<file path="src/rtl/exc_irq_unit.sv">
// ---------------------------------------------------------------------------
// exc_irq_unit
//
// Exception / interrupt controller that sits beside the decode stage.
// It latches edge-triggered interrupt lines into pending bits, applies a
// software-writable enable mask and a fixed lowest-index-first priority, and
// arbitrates interrupts against illegal-instruction traps. When a trap is
// taken it redirects fetch and flushes decode in the same cycle, then records
// the return address (epc), the cause and the serviced line on the next edge.
// A two-state FSM (IDLE / HANDLER) tracks whether a handler is running, so
// traps cannot nest, and it implements the return-from-handler path.
//
// Parameters:
//   N_IRQ    number of external interrupt lines (1..16)
//   PC_W     program counter width
//   IRQ_VEC  fetch target for interrupts
//   EXC_VEC  fetch target for illegal instructions
//
// Ports:
//   clk          in   clock, rising edge
//   reset        in   synchronous, active-high reset
//   irq_in       in   raw interrupt request levels (already synchronised)
//   mask_we      in   mask register write enable
//   mask_wdata   in   new mask value, bit set = line enabled
//   exc_illegal  in   decoder flags the decode instruction as undefined
//   id_pc        in   PC of the instruction in decode
//   id_kernel    in   decode instruction runs in kernel mode
//   pipe_stall   in   decode stage is held this cycle
//   eret         in   decode holds a valid return-from-handler instruction
//   trap_valid   out  redirect fetch to trap_vector and flush decode (comb.)
//   trap_vector  out  IRQ_VEC or EXC_VEC (IRQ_VEC whenever no trap)
//   eret_valid   out  redirect fetch to epc (comb.)
//   epc          out  saved return address
//   cause        out  0 none, 1 interrupt, 2 illegal instruction
//   irq_id       out  index of the last serviced interrupt line
//   pending      out  pending interrupt register
//   mask         out  interrupt mask register
//   in_handler   out  FSM is in HANDLER
//   double_fault out  sticky: illegal instruction seen while in HANDLER
// ---------------------------------------------------------------------------
module exc_irq_unit #(
  parameter int              N_IRQ   = 4,
  parameter int              PC_W    = 32,
  parameter logic [PC_W-1:0] IRQ_VEC = 32'h80000004,
  parameter logic [PC_W-1:0] EXC_VEC = 32'h80000008
) (
  input  logic             clk,
  input  logic             reset,
  input  logic [N_IRQ-1:0] irq_in,
  input  logic             mask_we,
  input  logic [N_IRQ-1:0] mask_wdata,
  input  logic             exc_illegal,
  input  logic [PC_W-1:0]  id_pc,
  input  logic             id_kernel,
  input  logic             pipe_stall,
  input  logic             eret,
  output logic             trap_valid,
  output logic [PC_W-1:0]  trap_vector,
  output logic             eret_valid,
  output logic [PC_W-1:0]  epc,
  output logic [1:0]       cause,
  output logic [3:0]       irq_id,
  output logic [N_IRQ-1:0] pending,
  output logic [N_IRQ-1:0] mask,
  output logic             in_handler,
  output logic             double_fault
);

  // Cause encodings as they appear on the cause output.
  localparam logic [1:0] CAUSE_NONE    = 2'd0;
  localparam logic [1:0] CAUSE_IRQ     = 2'd1;
  localparam logic [1:0] CAUSE_ILLEGAL = 2'd2;

  typedef enum logic {
    IDLE    = 1'b0,
    HANDLER = 1'b1
  } state_t;

  state_t           state;
  logic [N_IRQ-1:0] irq_d;

  logic [N_IRQ-1:0] irq_rise;
  logic [N_IRQ-1:0] masked;
  logic [N_IRQ-1:0] grant;
  logic [3:0]       irq_sel;
  logic             irq_hit;
  logic             eligible;
  logic             take_exc;
  logic             take_irq;
  logic             take_eret;
  logic             illegal_in_handler;
  logic [N_IRQ-1:0] pending_next;

  // Rising edges are detected against the previous-cycle sample. The delay
  // register resets to 0, so a line that is already high when reset
  // releases is seen as a fresh edge on the first clock afterwards.
  assign irq_rise = irq_in & ~irq_d;

  // The current (old) mask is used here, so a mask write only affects
  // arbitration from the cycle after the write.
  assign masked = pending & mask;

  // Fixed priority: lowest index wins. Iterating from the top down lets the
  // lowest set bit overwrite any higher one.
  always_comb begin
    irq_sel = 4'd0;
    grant   = '0;
    irq_hit = 1'b0;
    for (int i = N_IRQ - 1; i >= 0; i--) begin
      if (masked[i]) begin
        irq_sel  = 4'(i);
        grant    = '0;
        grant[i] = 1'b1;
        irq_hit  = 1'b1;
      end
    end
  end

  // Traps are only considered from user-mode code in an unstalled decode
  // slot while no handler is running. Illegal instruction beats interrupts.
  assign eligible = (state == IDLE) && !pipe_stall && !id_kernel;
  assign take_exc = eligible && exc_illegal;
  assign take_irq = eligible && !exc_illegal && irq_hit;

  assign take_eret          = (state == HANDLER) && eret && !pipe_stall;
  assign illegal_in_handler = (state == HANDLER) && exc_illegal && !pipe_stall;

  assign trap_valid  = take_exc || take_irq;
  assign trap_vector = take_exc ? EXC_VEC : IRQ_VEC;
  assign eret_valid  = take_eret;
  assign in_handler  = (state == HANDLER);

  // Clear the serviced line, then OR in new edges so a coincident new edge
  // on the same line survives the clear.
  always_comb begin
    pending_next = pending;
    if (take_irq) begin
      pending_next = pending_next & ~grant;
    end
    pending_next = pending_next | irq_rise;
  end

  // All architectural state: FSM, trap record, pending/mask registers and
  // the sticky double-fault flag.
  always_ff @(posedge clk) begin
    if (reset) begin
      state        <= IDLE;
      irq_d        <= '0;
      pending      <= '0;
      mask         <= '0;
      epc          <= '0;
      cause        <= CAUSE_NONE;
      irq_id       <= 4'd0;
      double_fault <= 1'b0;
    end else begin
      irq_d   <= irq_in;
      pending <= pending_next;

      if (mask_we) begin
        mask <= mask_wdata;
      end

      unique case (state)
        IDLE: begin
          if (take_exc) begin
            state <= HANDLER;
            cause <= CAUSE_ILLEGAL;
            // Skip the offending instruction on return.
            epc   <= id_pc + PC_W'(4);
          end else if (take_irq) begin
            state  <= HANDLER;
            cause  <= CAUSE_IRQ;
            irq_id <= irq_sel;
            // Re-execute the interrupted instruction on return.
            epc    <= id_pc;
          end
        end
        HANDLER: begin
          if (illegal_in_handler) begin
            double_fault <= 1'b1;
          end
          if (take_eret) begin
            state <= IDLE;
            cause <= CAUSE_NONE;
          end
        end
        default: begin
          state <= IDLE;
        end
      endcase
    end
  end

endmodule

</file>
<file path="config.mk">
export PLATFORM = sky130hd
export DESIGN_NAME = exc_irq_unit
export DESIGN_NICKNAME = d
export VERILOG_FILES = /design/src/rtl/exc_irq_unit.sv
export SDC_FILE = /design/constraint.sdc
export NUM_CORES = 1
export LEC_CHECK = 0
export CORE_AREA = 2 2 86 88
export DETAILED_ROUTE_END_ITERATION = 12
export DIE_AREA = 0 0 88 90
export PLACE_DENSITY = 0.79
export SYNTH_ARGS = -nofsm -noshare
export SYNTH_HDL_FRONTEND = slang
export SYNTH_SLANG_ARGS = --single-unit
</file>
<file path="constraint.sdc">
create_clock -name clk -period 4.1 [get_ports clk]
set_input_delay 1.23 -clock clk [delete_from_list [all_inputs] [get_ports clk]]
set_output_delay 1.23 -clock clk [all_outputs]
set_load 0.02 [all_outputs]
</file>
==> metrics.md <==
| Metric | Value |
|---|---|
| Layout area overhead | 37.26% |
| Rel. slew slack | 0.3506 |
| First-pass GRT wire length | 12.31 mm |
| Post-synth EDFFs | 0 |
| LEAKAGE | 1.371 nW |
| I/O Pins | 129 |
| Worst Setup Slack, final | 0.1094 ns |
| CTS tree | yes |
| Antenna violations before repair | 0 |
| Post-synthesis async set-or-reset flop share | 0 |
| Min-Delay Path Class | flop to flop |
| Largest cells by area after synthesis | dfxtp_1 35%, buf_4 8.9%, a311oi_1 5.2% |
| Pin count of the biggest net entering global routing | 55 |
| Seq cells post-synth | 50 |
| Filler cells | 654 |
| Die height | 90 um |
| Max Cap Viol | 0 |
| FF/Latch Area | 0.001001 sq mm |
| Max VDD drop | 183.0 uV |
| F_max | 0.2506 GHz |
| Initial drt markers | 187 |
| CP Data Arrival Time | 2.76 ns |
| Pins Over Slew Limit | 0 |
| Syn Inst Count | 352 |
| RSZ-0062 raised after global routing | false |
| Dominant synthesized flop cell | dfxtp_1 |
| CTS Hold Bufs | 0 |
| Clk root buf | clkbuf_8 |
| Worst slack, placed | -0.08310 ns |
| H-tree depth | 2 |
| TritonCTS Buffers | 5 |
| Clock period minus final worst setup slack | 3.991 ns |
| Power after layout | 1.150 mW |
| Core ar. | 0.007020 sq mm |
| GRT overflow | 0 |
| Post-synth top cells | 50 x dfxtp_1, 38 x nor2_1, 34 x buf_4, 21 x nand2_1 |
| Mapped Area | 0.002854 sq mm |
| Placed cell areas | 0.003806 sq mm |
| PD cells | 293.6 mW/mm^2 |
| Vias in the first global route | 2659 |
| Register area share after synthesis | 0.3507 |
| Row cnt | 31 |
| Required @ worst endpoint | 2.87 ns |
| Antenna-violating nets left | 0 |
| Share of cells above drive strength 1 | 0.06067 |
| Synth Area per Inst | 8.108 sq um |
| Die width | 88 um |
| DR vias/cell | 5.347 |
| Most frequent cell after synthesis | dfxtp_1 |
| Design Area, Final | 0.003918 sq mm |
| Clk Latency, worst-skew pair | 0.32 ns |
| Via Count | 2909 |
| Setup Crit Path Kind | input port to output pin |
| Post-synth top area share | 0.3507 |
| TritonRoute pass-1 iters | 4 |
| CTS resizes | 4 |
| Ys Warns | 0 |
| Final HPWL DP | 5.709 mm |
| CP Capture Type | output pin |
| Area leader, netlist | dfxtp_1 |
| Diode count | 0 |
| Skew final | 0.008636 ns |
| DRC | 0 |
| Multi-input gate area | 0.001584 sq mm |
| Final wirelength | 7.729 mm |
| CTS clk-pin slew, worst paths | 0.09 ns |
| Tcrit/Tclk final | 0.9733 |
| Final net count | 492 |
| Setup crit start kind | input port |
| Post-CTS Setup Inserts | 0 |
| Starting density of the core | 0.4065 |
| IO buf count | 96 |
| Die ar. | 0.007920 sq mm |
| WHS | 0.4688 ns |
| Setup violators final | 0 |
| Max Root-Sink Buffers | 2 |
| WL/cell | 14.21 um |
| Least-Margin Pin Slew | 0.9741 ns |
| Clock sink total | 50 |
| Yosys cell types | 47 |
| Placer Congestion | 0.7988 |
| Overall routing resource usage | 0.1926 |
| Final Core Density | 0.5580 |
| Fin. Hold Viols | 0 |
| CP max FO | 4 |
| Status | finished, final reports clean |
==> worst max-delay path: stages <==
cell	delay, ns
clkdlybuf4s50_1	0.46
buf_4	0.16
inv_1	0.06
nand3_1	0.15
inv_1	0.09
clkdlybuf4s50_1	0.60
==> cell type report <==
class | instances | share of cell area
Inverter | 13 | 0.01246
Multi-Input combinational cell | 265 | 0.4043
Tap cell | 99 | 0.03162
Timing Repair Buffer | 109 | 0.2680
Sequential cell | 50 | 0.2555
Clock buffer | 8 | 0.02811
==> kinds of logic after synthesis <==
group | Yosys count | synth area share
and+or+nand+nor | 145 | 0.2709
xor gates and xnor gates | 5 | 0.01534
muxes | 4 | 0.01403
DFF | 50 | 0.3507
adders and majority gates | 1 | 0.004383
buffers and inverters | 67 | 0.1355
AOI/OAI and AO/OA | 78 | 0.2065
other | 2 | 0.002631
==> power breakdown <==
part           leakage [nW]  switching [mW]  internal (mW)  total (mW)
logic                 0.904           0.154          0.124       0.278
clock network        0.0575           0.167          0.171       0.338
registers             0.410          0.0200          0.514       0.534
total                  1.37           0.341          0.809        1.15
==> routing by layer <==
metal / track usage / share of wire / vias up
li1: - / - / 1435
met3: 0.05601 / 0.075 / 6
met5: 0 / 0 / -
met4: 0.04103 / 0.0084 / 0
met1: 0.2391 / 0.42 / 1367
met2: 0.3270 / 0.49 / 101
==> cells in the final DEF, fill, tap and decap left out, types with 12 or more instances in the layout <==
cell type and count:
a21oi_1 12, a311oi_1 17, buf_4 13, clkdlybuf4s50_1 92, conb_1 32, dfxtp_1 50, inv_1 12, nand2_1 21
nand3_1 17, nor2_1 38, or4_1 17
==> stage by stage <==
step	std cells	TNS, ns
after detailed placement	536	-0.2065
final	544	0
after floorplan	382	0
after global placement	536	-0.1486
after CTS	544	0
after global routing	544	0
==> state kept, by name, summed over array words and instances (netlist names) <==
signal	flops
irq_id	2
pending	4
mask	4
in_handler	1
epc	32
double_fault	1
irq_d	4
cause	2
==> worst paths after layout <==
| check | from | cells after the start | to | slack (ns) |
|---|---|---|---|---|
| worst min-delay path | epc[1] | 2 | epc[1] | 0.47 |
| worst max register to register | in_handler | 6 | epc[19] | 1.37 |
| worst max-delay path | pipe_stall | 6 | eret_valid | 0.11 |
| worst min register to register | epc[1] | 2 | epc[1] | 0.47 |
No activity file was read; power rests on OpenSTA's default activity.
==> RTL edit 1: new RTL, config.mk and constraints unchanged <==
Change the parameter `N_IRQ` from 4 to 2.
--- a/src/rtl/exc_irq_unit.sv
+++ b/src/rtl/exc_irq_unit.sv
@@ -41,3 +41,3 @@
 module exc_irq_unit #(
-  parameter int              N_IRQ   = 4,
+  parameter int              N_IRQ   = 2,
   parameter int              PC_W    = 32,
Ports: changed (resized irq_in, mask, mask_wdata and pending); port bits go from 129 to 121. No check against the original RTL was run, so the function may have changed too.
==> RTL edit 1 against the unedited design <==
- sequential cell count decreased by 7
- clock power increased by 2%
- via count decreased by 10%
- first-iteration DRC count decreased by 1.1%
- area after synthesis decreased by 11%
- power decreased by 9.7%
- worst setup slack got worse by 0.024 ns
- core utilization decreased by 5.6 points
- wire length decreased by 11%
- design area decreased by 10%
- critical path type unchanged
- largest cell class unchanged
==> RTL edit 1: results (changes against the unedited design) <==
* Layout fillers at 674 (+3.1%)
* Vias per inst at 5.16 (-3.4%)
* H-tree Lvls at 2 (unchanged)
* Setup Buffers After CTS at 0 (unchanged)
* Compound-gate portion of the synthesized area at 20.4% (-0.28 points)
* Placer Congestion at 0.773 (-3.2%)
* Largest register FFs at 32 (unchanged)
* Total wire length at 6.86 mm (-11%)
* Hold Crit Class: flip-flop to flip-flop
* Global-route usage over all layers at 16.9% (-2.3 points)
* Post-synth top cells: dfxtp_1 (43), nor2_1 (38), buf_4 (34)
* P_leak at 1.29 nW (-6.0%)
* Placed cells at 498 (-7.1%)
* Async SR Flop Fraction at 0% (unchanged)
* Top reg by flops: epc
* Initial antenna violation count at 0 (unchanged)
* Yosys cell types at 45 (-4.3%)
* Synth top area cells: dfxtp_1 (34%), buf_4 (10%), a311oi_1 (6.2%)
* Status: complete, no violations
* CTS root buf: clkbuf_8
* First-pass GRT wire length at 10.8 mm (-12%)
* Top FF cell, synth: dfxtp_1
* Port bufs at 87 (-9.4%)
* Maximum clock insertion buffer count at 2 (unchanged)
* CP arrival at 2.78 ns (+0.02 ns)
* Synth Instances at 321 (-8.8%)
* Post-synthesis mux area share at 0.789% (-0.61 points)
* Clock Latency Late Sink at 0.29 ns (-0.03 ns)
* Fin cells at 506 (-7.0%)
* Vias in the first global route at 2299 (-14%)
* Post-DP HPWL at 5.01 mm (-12%)
* Sequential fraction of the synthesis area at 33.9% (-1.1 points)
* 1st-iter DRT viols at 185 (-1.1%)
* Worst Path Max Fanout at 3 (-1)
* Ant diodes at 0 (unchanged)
* Pre-Repair DR Iteration Count at 5 (+1)
* Cts repair resizes at 3 (-1)
* Worst-case clock skew at 0.00571 ns (-0.00292 ns)
* Share of cells above drive strength 1 at 5.90% (-0.17 points)
* Synth Area in Adders at 0.493% (+0.055 points)
* Num CTS Buffers at 5 (unchanged)
* Synth Area in XOR/XNOR at 1.73% (+0.19 points)
* Pre-CTS setup slack at -0.195 ns (-0.112 ns)
* Synth Warn # at 0 (unchanged)
* Largest net degree at the start of global routing at 51 (-7.3%)
* Worst-path clk slew at 0.08 ns
* Nets@finish at 450 (-8.5%)
* Worst VDD drop at 130 uV (-29%)
-- RTL edit 1: area by class of cell --
cell class	count	share of cell area [%]
clock inverters	2	0.994
inverters	13	1.38
multi-input cells	242	39.7
well taps	99	3.52
repair buffers	101	27.6
clock buffers	6	2.34
flip-flops and latches	43	24.4
-- RTL edit 1: where the power goes --
part | internal, W | total (W) | switching [W]
Combinational | 0.000107 | 0.000240 | 0.000133
Clock | 0.000197 | 0.000344 | 0.000147
Sequential | 0.000440 | 0.000455 | 0.0000147
-- RTL edit 1: worst max-delay path: stages --
cell and delay (ns):
clkdlybuf4s50_1 0.44, or4b_4 0.56, inv_1 0.09, a21oi_1 0.05, inv_1 0.08, dlygate4sd2_1 0.33
-- RTL edit 1: metal layers --
layer | up-vias | wire length (microns) | share of wire (%) | track usage, %
li1 | 1282 | - | - | -
met1 | 1205 | 2920 | 42 | 21.8
met2 | 116 | 3370 | 49 | 28.2
met3 | 10 | 495 | 7.2 | 4.13
met4 | 0 | 82 | 1.2 | 3.97
met5 | - | 0 | 0 | 0
-- RTL edit 1: path summary, 6_finish.rpt --
| path | depth (start not counted) | start | to | slack [ns] |
|---|---|---|---|---|
| max | 6 | pipe_stall | trap_valid | 0.09 |
| min reg2reg | 2 | epc[0] | epc[0] | 0.46 |
| min | 2 | epc[0] | epc[0] | 0.46 |
| max reg2reg | 6 | in_handler | epc[29] | 1.53 |
-- RTL edit 1: per-stage QoR --
step,area (sq um),setup TNS (ns)
2_1_floorplan,2650,0
3_3_place_gp,3410,-0.438
3_5_place_dp,3410,-0.472
4_1_cts,3520,0
5_1_grt,3520,0
6_report,3520,0
==> RTL edit 2: new RTL, same flow settings <==
Without the edit above. Reset style: asynchronous (`reset`), changed in one clocked block. Comments in the files are not updated.
--- a/src/rtl/exc_irq_unit.sv
+++ b/src/rtl/exc_irq_unit.sv
@@ -144,3 +144,3 @@
   // the sticky double-fault flag.
-  always_ff @(posedge clk) begin
+  always_ff @(posedge clk or posedge reset) begin
     if (reset) begin
Check against the original RTL: differs if reset is asserted again (counterexample within 4 cycles, from zero or initial values and one cycle with reset high); with reset held inactive, the same outputs for 10 cycles.
==> RTL edit 2 against the unedited design <==
- wire length decreased by 2.5%
- final cell count shrank 4.4%
- sequential cell count unchanged
- sequential share of layout area up 6.1 points
- design area is 0.96% higher
- via count down 6.6%
- worst setup slack got worse by 0.047 ns
- area after synthesis increased by 0.31%
Power is not compared: it rests on default switching activity, and its combinational part moved more than twofold at a synthesized area within 25%.
==> RTL edit 2: results (changes against the unedited design) <==
* Worst-Margin Slew at 1.02 ns (+0.0494 ns)
* Total wire length at 7.53 mm (-2.5%)
* Largest register FFs at 32 (unchanged)
* Cts repair resizes at 3 (-1)
* Reg2Reg Depth at 7 (+1)
* Vias per inst at 5.23 (-2.3%)
* Comb_multi_in at 244 (-7.9%)
* Sequential cell count at 50 (unchanged)
* CP arrival at 2.81 ns (+0.05 ns)
* 1st-iter DRT viols at 100 (-47%)
* Global-route usage over all layers at 19.0% (-0.24 points)
* Met1 WL at 3.09 mm (-5.9%)
* Sequential fraction of the synthesis area at 43.7% (+8.6 points)
* Met3 routed WL at 673 microns (+15%)
* Top FF cell, synth: dfrtp_1
* Reg-to-reg slack, setup at 1.22 ns (-0.15 ns)
* First-pass GRT wire length at 11.9 mm (-3.6%)
* Pre-Repair DR Iteration Count at 4 (unchanged)
* Async SR Flop Fraction at 100% (+100 points)
* Yosys cell types at 46 (-2.1%)
* Worst Path Max Fanout at 4 (unchanged)
* Post-synth top cells: dfrtp_1 (50), nand2_1 (40), buf_4 (33)
* Largest delay share family, worst path: buffers and inverters
* Share of cells above drive strength 1 at 7.13% (+1.1 points)
* Worst Hold End: pending[2]
* Min-Delay Startpoint: irq_d[2]
* Worst r2r src: in_handler
* Critical path's slowest cell: or4b_1
* CLK BUF at 7 (-1)
* DR WL/cell at 14.5 microns (+2.0%)
* Multi-input gate share of the layout cell area at 35.5% (-4.9 points)
* Status: complete, no violations
* Placed cells at 512 (-4.5%)
* Clk tree area frac at 2.31% (-0.50 points)
* Hold Slack at 0.425 ns (-0.0441 ns)
* Vias in the first global route at 2497 (-6.1%)
* Met2 WL at 3.64 mm (-4.1%)
* Post-DP HPWL at 5.77 mm (+1.2%)
* Initial antenna violation count at 0 (unchanged)
* Worst-case clock skew at 0.00667 ns (-0.00196 ns)
* Synth top area cells: dfrtp_1 (44%), buf_4 (8.7%), nand2_1 (5.2%)
* Fraction of area in registers at 31.6% (+6.1 points)
* Placer Congestion at 0.823 (+3.1%)
RTL edit 2: cell families (layout without fill, tap and decap cells):
family,after synthesis,count (layout),synth area share (%)
AND/OR/NAND/NOR,131,131,24.0
AO/OA/AOI/OAI,68,68,15.8
buffers and inverters,56,127,11.8
flip-flops,50,50,43.7
XOR/XNOR,7,7,2.14
multiplexers,5,5,1.92
other,2,32,0.262
adder cells (fa/ha/maj),1,1,0.437
RTL edit 2: stage by stage:
step | instance area (sq um) | TNS (ns) | worst slack, ns
2_1_floorplan | 2980 | 0 | 0.494
3_3_place_gp | 3850 | -0.219 | -0.0883
3_5_place_dp | 3850 | -0.260 | -0.102
4_1_cts | 3950 | 0 | 0.0284
5_1_grt | 3960 | 0 | 0.0121
6_report | 3960 | 0 | 0.0623
RTL edit 2: per-layer routing:
metal	vias to the layer above	track usage (%)
li1	1312	-
met1	1274	23.2
met2	118	31.1
met3	13	6.98
met4	0	5.77
met5	-	0
